<file path="src/rtl/multi_seq_detector_if.sv">
// Bundles the sample/control inputs and the hit outputs of multi_seq_detector.
// The stimulus side takes the master modport. The detector takes the slave modport.
interface multi_seq_detector_if #(
  parameter int CNT_W = 8
);
  logic             en;
  logic             X;
  logic             clr_cnt;
  logic             Z1;
  logic             Z2;
  logic             armed2;
  logic [CNT_W-1:0] cnt1;
  logic [CNT_W-1:0] cnt2;

  modport master (
    output en, X, clr_cnt,
    input  Z1, Z2, armed2, cnt1, cnt2
  );

  modport slave (
    input  en, X, clr_cnt,
    output Z1, Z2, armed2, cnt1, cnt2
  );
endinterface

</file>
<file path="src/rtl/multi_seq_detector.sv">
// Two-channel serial pattern detector sharing one history shift register.
// Each channel has a saturating fill count, a registered hit pulse and a saturating hit counter.
module multi_seq_detector #(
  parameter int                 PAT_LEN = 3,
  parameter logic [PAT_LEN-1:0] PAT1    = 3'b010,
  parameter logic [PAT_LEN-1:0] PAT2    = 3'b100,
  parameter bit                 OVERLAP = 1'b1,
  parameter bit                 CHAIN   = 1'b0,
  parameter int                 CNT_W   = 8
) (
  input logic                clk,
  input logic                reset,
  multi_seq_detector_if.slave bus
);
  localparam int              FW        = $clog2(PAT_LEN + 1);
  localparam logic [FW-1:0]   FILL_FULL = FW'(PAT_LEN);
  localparam logic [CNT_W-1:0] CNT_MAX  = '1;

  typedef enum logic {ARM_WAIT, ARM_LIVE} arm_state_e;

  arm_state_e         arm_q, arm_d;
  logic [PAT_LEN-1:0] hist_q, hist_d;
  logic               armed2;
  logic [1:0]         hit_vec;
  logic [1:0]         z_vec;
  logic [CNT_W-1:0]   cnt_vec [2];

  assign hist_d = bus.en ? {hist_q[PAT_LEN-2:0], bus.X} : hist_q;

  always_ff @(posedge clk) begin
    if (reset) begin
      hist_q <= '0;
    end else begin
      hist_q <= hist_d;
    end
  end

  // Channel 2 arming: only meaningful when chaining, otherwise it starts and stays live.
  always_comb begin
    arm_d = arm_q;
    case (arm_q)
      ARM_WAIT: if (hit_vec[0]) arm_d = ARM_LIVE;
      ARM_LIVE: arm_d = ARM_LIVE;
      default:  arm_d = ARM_WAIT;
    endcase
  end

  always_ff @(posedge clk) begin
    if (reset) begin
      arm_q <= CHAIN ? ARM_WAIT : ARM_LIVE;
    end else begin
      arm_q <= arm_d;
    end
  end

  assign armed2 = (arm_q == ARM_LIVE);

  for (genvar gi = 0; gi < 2; gi++) begin : g_ch
    localparam logic [PAT_LEN-1:0] PAT = (gi == 0) ? PAT1 : PAT2;

    logic [FW-1:0]    fill_q, fill_d, fill_inc;
    logic [CNT_W-1:0] cnt_q, cnt_d;
    logic             z_q;
    logic             hit;
    logic             eligible;

    // armed2 is sampled from its register, so a same-edge channel-1 hit cannot enable channel 2.
    assign eligible = (gi == 0) ? 1'b1 : armed2;

    always_comb begin
      fill_inc = (fill_q == FILL_FULL) ? fill_q : fill_q + 1'b1;
      fill_d   = fill_q;
      hit      = 1'b0;
      if (bus.en) begin
        hit    = (fill_inc == FILL_FULL) && (hist_d == PAT) && eligible;
        fill_d = (hit && !OVERLAP) ? '0 : fill_inc;
      end
      cnt_d = cnt_q;
      if (bus.clr_cnt) begin
        cnt_d = '0;
      end else if (hit && (cnt_q != CNT_MAX)) begin
        cnt_d = cnt_q + 1'b1;
      end
    end

    always_ff @(posedge clk) begin
      if (reset) begin
        fill_q <= '0;
        cnt_q  <= '0;
        z_q    <= 1'b0;
      end else begin
        fill_q <= fill_d;
        cnt_q  <= cnt_d;
        z_q    <= hit;
      end
    end

    assign hit_vec[gi] = hit;
    assign z_vec[gi]   = z_q;
    assign cnt_vec[gi] = cnt_q;
  end

  assign bus.Z1     = z_vec[0];
  assign bus.Z2     = z_vec[1];
  assign bus.armed2 = armed2;
  assign bus.cnt1   = cnt_vec[0];
  assign bus.cnt2   = cnt_vec[1];
endmodule

</file>
<file path="src/flat_wrapper.sv">
// flat-port wrapper written by rule: the top's interface ports become plain ports
module multi_seq_detector_flat 
#(
  parameter int                 PAT_LEN = 3,
  parameter logic [PAT_LEN-1:0] PAT1    = 3'b010,
  parameter logic [PAT_LEN-1:0] PAT2    = 3'b100,
  parameter bit                 OVERLAP = 1'b1,
  parameter bit                 CHAIN   = 1'b0,
  parameter int                 CNT_W   = 8
)
  (clk, reset, bus_en, bus_X, bus_clr_cnt, bus_Z1, bus_Z2, bus_armed2, bus_cnt1, bus_cnt2);
  multi_seq_detector_if #(.CNT_W(CNT_W)) bus_i ();
  input logic clk;
  input logic reset;
  input wire logic [$bits(bus_i.en)-1:0] bus_en;
  input wire logic [$bits(bus_i.X)-1:0] bus_X;
  input wire logic [$bits(bus_i.clr_cnt)-1:0] bus_clr_cnt;
  output wire logic [$bits(bus_i.Z1)-1:0] bus_Z1;
  output wire logic [$bits(bus_i.Z2)-1:0] bus_Z2;
  output wire logic [$bits(bus_i.armed2)-1:0] bus_armed2;
  output wire logic [$bits(bus_i.cnt1)-1:0] bus_cnt1;
  output wire logic [$bits(bus_i.cnt2)-1:0] bus_cnt2;
  assign bus_i.en = bus_en;
  assign bus_i.X = bus_X;
  assign bus_i.clr_cnt = bus_clr_cnt;
  assign bus_Z1 = bus_i.Z1;
  assign bus_Z2 = bus_i.Z2;
  assign bus_armed2 = bus_i.armed2;
  assign bus_cnt1 = bus_i.cnt1;
  assign bus_cnt2 = bus_i.cnt2;
  multi_seq_detector #(.PAT_LEN(PAT_LEN), .PAT1(PAT1), .PAT2(PAT2), .OVERLAP(OVERLAP), .CHAIN(CHAIN), .CNT_W(CNT_W)) u_core (.clk(clk), .reset(reset), .bus(bus_i));
endmodule
</file>
<file path="config.mk">
export PLATFORM = sky130hd
export DESIGN_NAME = multi_seq_detector_flat
export DESIGN_NICKNAME = d
export VERILOG_FILES = /design/src/rtl/multi_seq_detector_if.sv /design/src/rtl/multi_seq_detector.sv /design/src/flat_wrapper.sv
export SDC_FILE = /design/constraint.sdc
export NUM_CORES = 1
export LEC_CHECK = 0
export ABC_AREA = 1
export CAP_MARGIN = 20
export CORE_AREA = 2 2 53 55
export DETAILED_ROUTE_END_ITERATION = 16
export DIE_AREA = 0 0 55 57
export PLACE_DENSITY_LB_ADDON = 0.05
export SYNTH_ARGS = -nofsm -noshare
export SYNTH_HDL_FRONTEND = slang
export SYNTH_SLANG_ARGS = --single-unit
</file>
<file path="constraint.sdc">
create_clock -name clk -period 2.5 [get_ports clk]
set_clock_uncertainty 0.2 [all_clocks]
set_input_delay 0.75 -clock clk [delete_from_list [all_inputs] [get_ports clk]]
set_output_delay 0.75 -clock clk [all_outputs]
set_load 0.1 [all_outputs]
</file>
==> out/results.txt <==
# clock sinks: 26
global-route wire length before repair: 5030 µm
status: complete, no violations
DR iter-0 viols: 25
M2 GR Usage: 35.0%
MaxCap Viol Count: 0
largest net degree at the start of global routing: 14
CTS tree: done
area delta synth->final: 30.6%
clock buffer depth: 2
Max Fanout on Critical Path: 13
Critical Path RT: 2.56 ns
dominant synthesized flop cell: dfxtp_1
drt total wl: 2870 µm
Pwr per Cell Area: 365 nW/µm²
Initial Util: 53.4%
flops & latches, synth: 26
die area: 3140 µm²
Peak VDD IR: 0.434 mV
DIE WIDTH: 55 µm
nets@finish: 242
Post-synth EDFFs: 0
Hold Path Depth: 1
WHS Endpoint: u_core.g_ch[0].fill_q[0]
drt wl/cell: 10.9 µm
Top delay family on crit path: simple AND/OR/NAND/NOR gates
final setup violating endpoints: 0
IO Pins: 24
Hold Startpoint: u_core.g_ch[0].fill_q[0]
final setup margin: 0.383 ns
Post-Syn Nets: 213
layout cells sized above 1: 19.7%
crit path DAT: 2.17 ns
top-count cell post-synth: nand2_1
gr usage total: 21.5%
Fin Setup TNS: 0 ns
fmax: 0.472 GHz
busiest grt layer: met2
Synth Instances: 206
clk_lat worst skew: 0.32 ns
CP max-delay cell: clkdlybuf4s50_1
type of destination of the critical path: flip-flop
DR vias/cell: 4.97
synth top area cells: dfxtp_1 (37%), nand2_1 (17%), nor2_1 (7.3%)
worst reg-to-reg setup slack: 0.73 ns
leading area contributor after synthesis: dfxtp_1
Placer Congestion: 0.872
hold buffer count at CTS: 0
Finished Core Util: 69.8%
Final Hold Fails: 0
fillers: 223
period utilization: 84.7%
Buf+Inv Stages, Crit Path: 2
synthesized area: 1400 µm²
pre-CTS setup slack: 0.0268 ns
postcts setup bufs: 0
RSZ-0062 raised after global routing: false
CP Launch Type: input pin
clk root buf: clkbuf_4
H-tree depth: 1
Lkg Pwr: 0.753 nW
Post-route DRC: 0
Seq/Total Area, Yosys: 37.3%
number of global-route vias before repair: 1201
antenna violations before repair: 0
Hold WC Path Type: reg -> reg
Vias: 1312
Least-Margin Pin Slew: 0.392 ns
Avg Cell Area, Syn: 6.78 µm²
Final HPWL DP: 2240 µm
WHS: 0.280 ns
die height: 57 µm
Detail Route Antenna Nets: 0
Worst R2R End: u_core.bus.cnt1[5]
TritonRoute pass-1 iters: 4
Crit path largest cell delay: 0.45 ns
ys async rst share: 0%
r2r worst-path depth: 7
PortBufs: 23
Worst-path clk slew: 0.13 ns
minimum clock period: 2.12 ns
crit path kind: in -> reg
CORE AREA: 2620 µm²
CTS-repair resized insts: 0
final max-slew violation count: 0
reg2reg start: u_core.bus.cnt1[0]
# diodes: 0
crit-path most repeated cell: nand2_1
Netlist cell types: 26
num rows: 19
met3 usage: 2.88%
worst-path cell chain: clkdlybuf4s50_1 -> buf_4 -> nand2_1 -> nand2_1 -> nand3_2 -> nor2_4 -> nand2_1 -> a21oi_1
Slew HR: 73.9%
cts bufs inserted: 3
Yosys top cell area share: 37.3%
warning count from the yosys run: 0
placed instance area: 1800 µm²
met1 usage: 27.1%
top post-synthesis cells by count: nand2_1 (65), nor2_1 (27), dfxtp_1 (26)
aggregate global routing overflow: 0
post-route design area: 1820 µm²
[worst max path at each step]
stage	start	endpoint	slack, ns	cells past startpoint
after global placement	bus_en	u_core.bus.cnt2[0]	0.06	9
after global routing	bus_en	u_core.bus.cnt1[7]	0.22	9
after detailed placement	bus_en	u_core.bus.cnt1[1]	0.03	8
after floorplan	u_core.bus.cnt1[0]	u_core.bus.cnt1[4]	0.21	7
after CTS	bus_en	u_core.bus.cnt1[1]	0.39	8
final	bus_en	u_core.bus.cnt1[1]	0.38	8
[kinds of logic (layout without fill, tap and decap cells)]
| kind of cell | count (synthesis) | count (layout) | share of synthesized area (%) |
|---|---|---|---|
| compound gates | 26 | 26 | 10.3 |
| flops | 26 | 26 | 37.3 |
| xor+xnor | 3 | 3 | 1.88 |
| fa+ha+maj | 2 | 2 | 1.79 |
| simple gates | 118 | 118 | 39.7 |
| buf+inv | 31 | 58 | 9.05 |
[routing by layer]
metal / wire, µm / share of wire, % / vias up
met5: 0 / 0 / -
li1: - / - / 693
met3: 108 / 3.8 / 7
met2: 1370 / 48 / 28
met1: 1310 / 46 / 584
met4: 79 / 2.8 / 0
[flip-flops by register name, indices dropped and copies added (netlist names)]
name,flops
u_core.g_ch.fill_q,4
u_core.bus.cnt2,8
u_core.bus.cnt1,8
u_core.hist_q,3
u_core.bus.armed2,1
u_core.bus.Z1,1
u_core.bus.Z2,1
[per-stage QoR]
stage / instances / total power [mW]
floorplan: 206 / 0.480
global placement: 261 / 0.498
detailed placement: 261 / 0.499
CTS: 264 / 0.676
global route: 264 / 0.696
finish: 264 / 0.667
[report_power, final]
part | internal, mW | switching [mW]
logic | 0.0230 | 0.0388
clock network | 0.0566 | 0.120
registers | 0.423 | 0.00552
[area by class of cell]
| type | instances | area, µm² | area share, % |
|---|---|---|---|
| multi-input cells | 149 | 749 | 41.1 |
| flip-flops and latches | 26 | 520 | 28.5 |
| repair buffers | 27 | 388 | 21.3 |
| inverters | 28 | 105 | 5.76 |
| well taps | 31 | 38.8 | 2.13 |
| clock buffers | 3 | 22.5 | 1.23 |
[placed cells by master (no fill, tap or decap)]
cell type        synthesis  final
nand3b_1                 1      1
nand3_2                  4      4
o21ai_1                  1      1
clkbuf_4                 0      3
a21oi_1                 12     12
or2_2                    1      1
ha_1                     2      2
xor2_1                   3      3
dfxtp_1                 26     26
clkdlybuf4s50_1          0      4
clkinv_1                 1      1
nand4_1                  2      2
nor2_1                  27     27
nor2_8                   1      1
nand3_4                  1      1
nand2_1                 65     65
inv_1                   25     25
a21oi_2                  3      3
o21ai_0                  8      8
nor2_4                   2      2
nand2_2                  4      4
inv_2                    2      2
buf_4                    0      9
nor2_2                   1      1
buf_12                   0     14
nand3_1                  8      8
nand2_4                  1      1
a31oi_1                  2      2
Power figures use the tool's default switching activity.
